===== src/rtl/flag_stack_register.sv =====
// Status-flag unit: captures V/C/N/P/Z from the ALU result bus with a per-flag mask,
// supports direct software write and a LIFO save/restore stack of DEPTH flag contexts.
module flag_stack_register #(
    parameter int unsigned WIDTH = 8,
    parameter int unsigned DEPTH = 4
) (
    input  logic                       clk,
    input  logic                       rst,
    input  logic                       enaf,
    input  logic [4:0]                 upd_mask,
    input  logic [WIDTH-1:0]           dataa,
    input  logic                       carry,
    input  logic                       ovf,
    input  logic                       wr,
    input  logic [4:0]                 din,
    input  logic                       push,
    input  logic                       pop,
    input  logic                       err_clr,
    output logic                       C,
    output logic                       N,
    output logic                       P,
    output logic                       Z,
    output logic                       V,
    output logic [$clog2(DEPTH):0]     depth,
    output logic                       full,
    output logic                       empty,
    output logic                       err
);

    localparam int unsigned AW = $clog2(DEPTH);
    localparam int unsigned DW = AW + 1;

    // Flag vector order is {V,C,N,P,Z}, matching upd_mask and din.
    logic [4:0]    flags_q, flags_d;
    logic [DW-1:0] depth_q, depth_d;
    logic          err_q, err_d;
    logic [4:0]    stack_q [DEPTH];

    logic          push_ok, pop_ok, err_set;
    logic [4:0]    cap;
    logic [AW-1:0] wr_idx, rd_idx;

    assign full  = (depth_q == DW'(DEPTH));
    assign empty = (depth_q == '0);

    assign push_ok = push & ~pop & ~full;
    assign pop_ok  = pop & ~push & ~empty;
    assign err_set = (push & pop) | (push & ~pop & full) | (pop & ~push & empty);

    assign wr_idx = depth_q[AW-1:0];
    assign rd_idx = AW'(depth_q - DW'(1));

    assign cap = {ovf, carry, dataa[WIDTH-1], ~^dataa, (dataa == '0)};

    always_comb begin
        flags_d = flags_q;
        depth_d = depth_q;
        if (pop_ok) begin
            flags_d = stack_q[rd_idx];
        end else if (wr) begin
            flags_d = din;
        end else if (enaf) begin
            flags_d = (flags_q & ~upd_mask) | (cap & upd_mask);
        end
        if (push_ok) begin
            depth_d = depth_q + DW'(1);
        end else if (pop_ok) begin
            depth_d = depth_q - DW'(1);
        end
        // A new error in the same cycle wins over the clear.
        err_d = err_set | (err_q & ~err_clr);
    end

    always_ff @(posedge clk or posedge rst) begin
        if (rst) begin
            flags_q <= '0;
            depth_q <= '0;
            err_q   <= 1'b0;
        end else begin
            flags_q <= flags_d;
            depth_q <= depth_d;
            err_q   <= err_d;
        end
    end

    // Stack contents are don't-care after reset, so no reset on the storage.
    always_ff @(posedge clk) begin
        if (push_ok) begin
            stack_q[wr_idx] <= flags_q;
        end
    end

    assign {V, C, N, P, Z} = flags_q;
    assign depth = depth_q;
    assign err   = err_q;

endmodule


===== config.mk =====
export PLATFORM = sky130hd
export DESIGN_NAME = flag_stack_register
export DESIGN_NICKNAME = d
export VERILOG_FILES = /design/src/rtl/flag_stack_register.sv
export SDC_FILE = /design/constraint.sdc
export NUM_CORES = 1
export LEC_CHECK = 0
export BUFFER_PORTS_ARGS = -buffer_cell sky130_fd_sc_hd__buf_2
export CAP_MARGIN = 30
export CORE_MARGIN = 3
export CORE_UTILIZATION = 40
export CTS_CLUSTER_DIAMETER = 150
export CTS_CLUSTER_SIZE = 12
export DETAILED_ROUTE_END_ITERATION = 10
export PLACE_DENSITY = 0.6
export SYNTH_ARGS = -nofsm -noshare
export SYNTH_HDL_FRONTEND = slang
export SYNTH_SLANG_ARGS = --single-unit

===== constraint.sdc =====
create_clock -name clk -period 3.2 [get_ports clk]
set_input_delay 0.8 -clock clk [delete_from_list [all_inputs] [get_ports clk]]
set_output_delay 0.8 -clock clk [all_outputs]
set_load 0.05 [all_outputs]

==> flow_summary.ini <==
[worst_setup_path]
required_ns = 2.40
timing.rr.start = depth[0]$_DFFE_PP0P_
worstSetupStartpoint = depth[0]$_DFFE_PP0P_
r2r_cells = 5
endpoint_kind = primary output
arrival_ns = 1.67
cp-start-kind = flop
crit_type = reg2out
crit_path_max_fanout = 10

[sta]
setup_ws_ns = 0.727
totalNegativeSetupSlack_ns = 0
finalSetupViolCount = 0
skew_ns = 0.00767
fmax_mhz = 404
fin_crit_sh_pct = 77.3
slew_viol_final = 0
worst_pin_slew_ns = 0.517
max-slew-margin-rel_pct = 65.6
rsz0062_at_grt = no
fin_crit_ns = 2.47
hold_viol_final = 0

[finish]
instances_no_fill = 198
diodes = 0
nets = 188
n_fill_cell = 317
layout-drive-gt1-share_pct = 31.6
final_util_pct = 52.4
area_growth_pct = 21.6

[cts]
cts_resized = 0
htree_levels = 2
postCtsSetupBuffers = 0
cts_root_buffer = clkbuf_8
cts_hold_buf = 0
clk_latency_ns = 0.27
cts_buffers = 5
cts.sinks = 29
cts_tree = built
clk_path_buf_depth = 2
path_clk_slew_ns = 0.06

[global_routing]
antenna_found_initial = 0
grt_pass1_wl_um = 4490
gr-total-overflow = 0
track_usage_pct = 14.3
grt_max_degree = 16
grt_pass1_vias = 915

[pwr]
peakVddDrop_mv = 0.273
power.density_mw_per_mm2 = 865
totalPowerFinal_mw = 1.56
leakage_nw = 0.805

[logic_synthesis]
synth_edf_count = 20
synth-async-reset-ratio_pct = 31.0
syn_inst = 112
synth_area_mm2 = 0.00148
yosys_warnings = 0
synth_nets = 149
synth_area_leaders = edfxtp_1 41%, dfrtp_1 15%, ha_1 8.4%
yosysSeqAreaShare_pct = 55.7
ys_ff_latch = 29
synth_area_leader_cell = edfxtp_1
syn_area_per_cell_um2 = 13.2
synth_cell_type_count = 34
yosys_most_used_dff = edfxtp_1
yosys.area.top_type_share_pct = 40.5

[drt]
wl_met1_um = 1260
dr_wl_met2_um = 1460
ant_nets = 0
avgRoutedWirePerCell_um = 14.7
drc = 0
top_layer = met4
drt_iter0_drc = 44
num_vias = 977
viasPerCell = 4.93
dr_wl_met3_um = 172
wl_um = 2920
firstDrtPassIters = 4

[place]
dp_cells = 190
dp_slack_ns = 0.967
dpl.hpwl_um = 2220
port_buffers = 37
gp_congestion = 0.656

[flow_run]
maxCapViolations = 0

[status]
status = completed

[floorplan]
die-width_um = 66.9
core_area_mm2 = 0.00344
rows = 21
ios = 38
die_y_um = 66.9
start_util_pct = 43.1
dieArea_mm2 = 0.00447

[worst_hold_path]
hold_class = in2async
-- cell type report --
type / instances / area (um^2) / share of cell area, %
Inverter: 13 / 48.8 / 2.71
Clock buffer: 6 / 72.6 / 4.02
Clock inverter: 2 / 33.8 / 1.87
Timing Repair Buffer: 37 / 185 / 10.3
Sequential cell: 29 / 826 / 45.8
Multi-Input combinational cell: 65 / 579 / 32.1
Tap cell: 46 / 57.6 / 3.19
-- path summary, 6_finish.rpt --
| path | to | slack (ns) |
|---|---|---|
| max reg2reg | stack_q[3][2]$_DFFE_PP_ | 0.97 |
| max | empty | 0.73 |
| max in group asynchronous | asynchronous set/reset pin | 2.42 |
| min reg2reg | stack_q[0][1]$_DFFE_PP_ | 0.54 |
| min in group clk | stack_q[0][1]$_DFFE_PP_ | 0.54 |
| min | asynchronous set/reset pin | 0.49 |
-- critical path, stage by stage (launching register included) --
cell,delay (ns)
dfrtp_1,0.60
inv_1,0.16
ha_1,0.24
ha_1,0.19
buf_2,0.21
-- power breakdown --
part           internal, mW  switching [mW]  leakage, nW
Sequential            0.505          0.0806        0.288
Combinational         0.226           0.392        0.464
Clock                 0.229           0.127       0.0528
Total                 0.961           0.599        0.805
-- stage by stage --
step,hold slack [ns],cell area (um^2)
after detailed placement,0.529,1700
after global routing,0.518,1800
after global placement,0.523,1700
after floorplan,0.623,1480
final,0.493,1800
after CTS,0.510,1800
-- cells in the mapped netlist, types with 2 or more instances --
master and number:
ha_1 10, xnor2_1 3, o21ai_0 4, buf_2 2, mux2i_1 3, and2_1 5, inv_1 13, edfxtp_1 20
mux4_1 4, dfrtp_1 9, nand2_1 10, nor2_1 2, clkbuf_1 2, mux2_2 2, nor2b_1 2, a21oi_1 2
nor3_1 2
-- layer usage --
metal / vias to the layer above / GRT usage [%]
met5: - / 0
met4: 0 / 5.32
met3: 4 / 3.04
met2: 35 / 23.0
met1: 460 / 18.8
li1: 478 / -
-- cell families (layout without fill, tap and decap cells) --
family	count (synthesis)	after routing	synth area share [%]
flops	29	29	55.7
simple gates	27	27	9.79
buf+inv	18	58	5.23
compound gates	14	14	6.33
fa+ha+maj	10	10	8.44
mux	10	10	12.2
xor+xnor	4	4	2.36
-- cells in the final DEF (no fill, tap or decap), drive strengths merged, types with 2 or more instances in the layout --
cell type  synthesis  final
edfxtp            20     20
mux4               5      5
nor2b              2      2
ha                10     10
a21oi              2      2
buf                3     37
inv               13     13
o21ai              4      4
dfrtp              9      9
clkbuf             2      6
xnor2              3      3
nor3               2      2
and2               6      6
nand2             10     10
mux2               2      2
mux2i              3      3
nor2               2      2
Power figures use the tool's default switching activity.
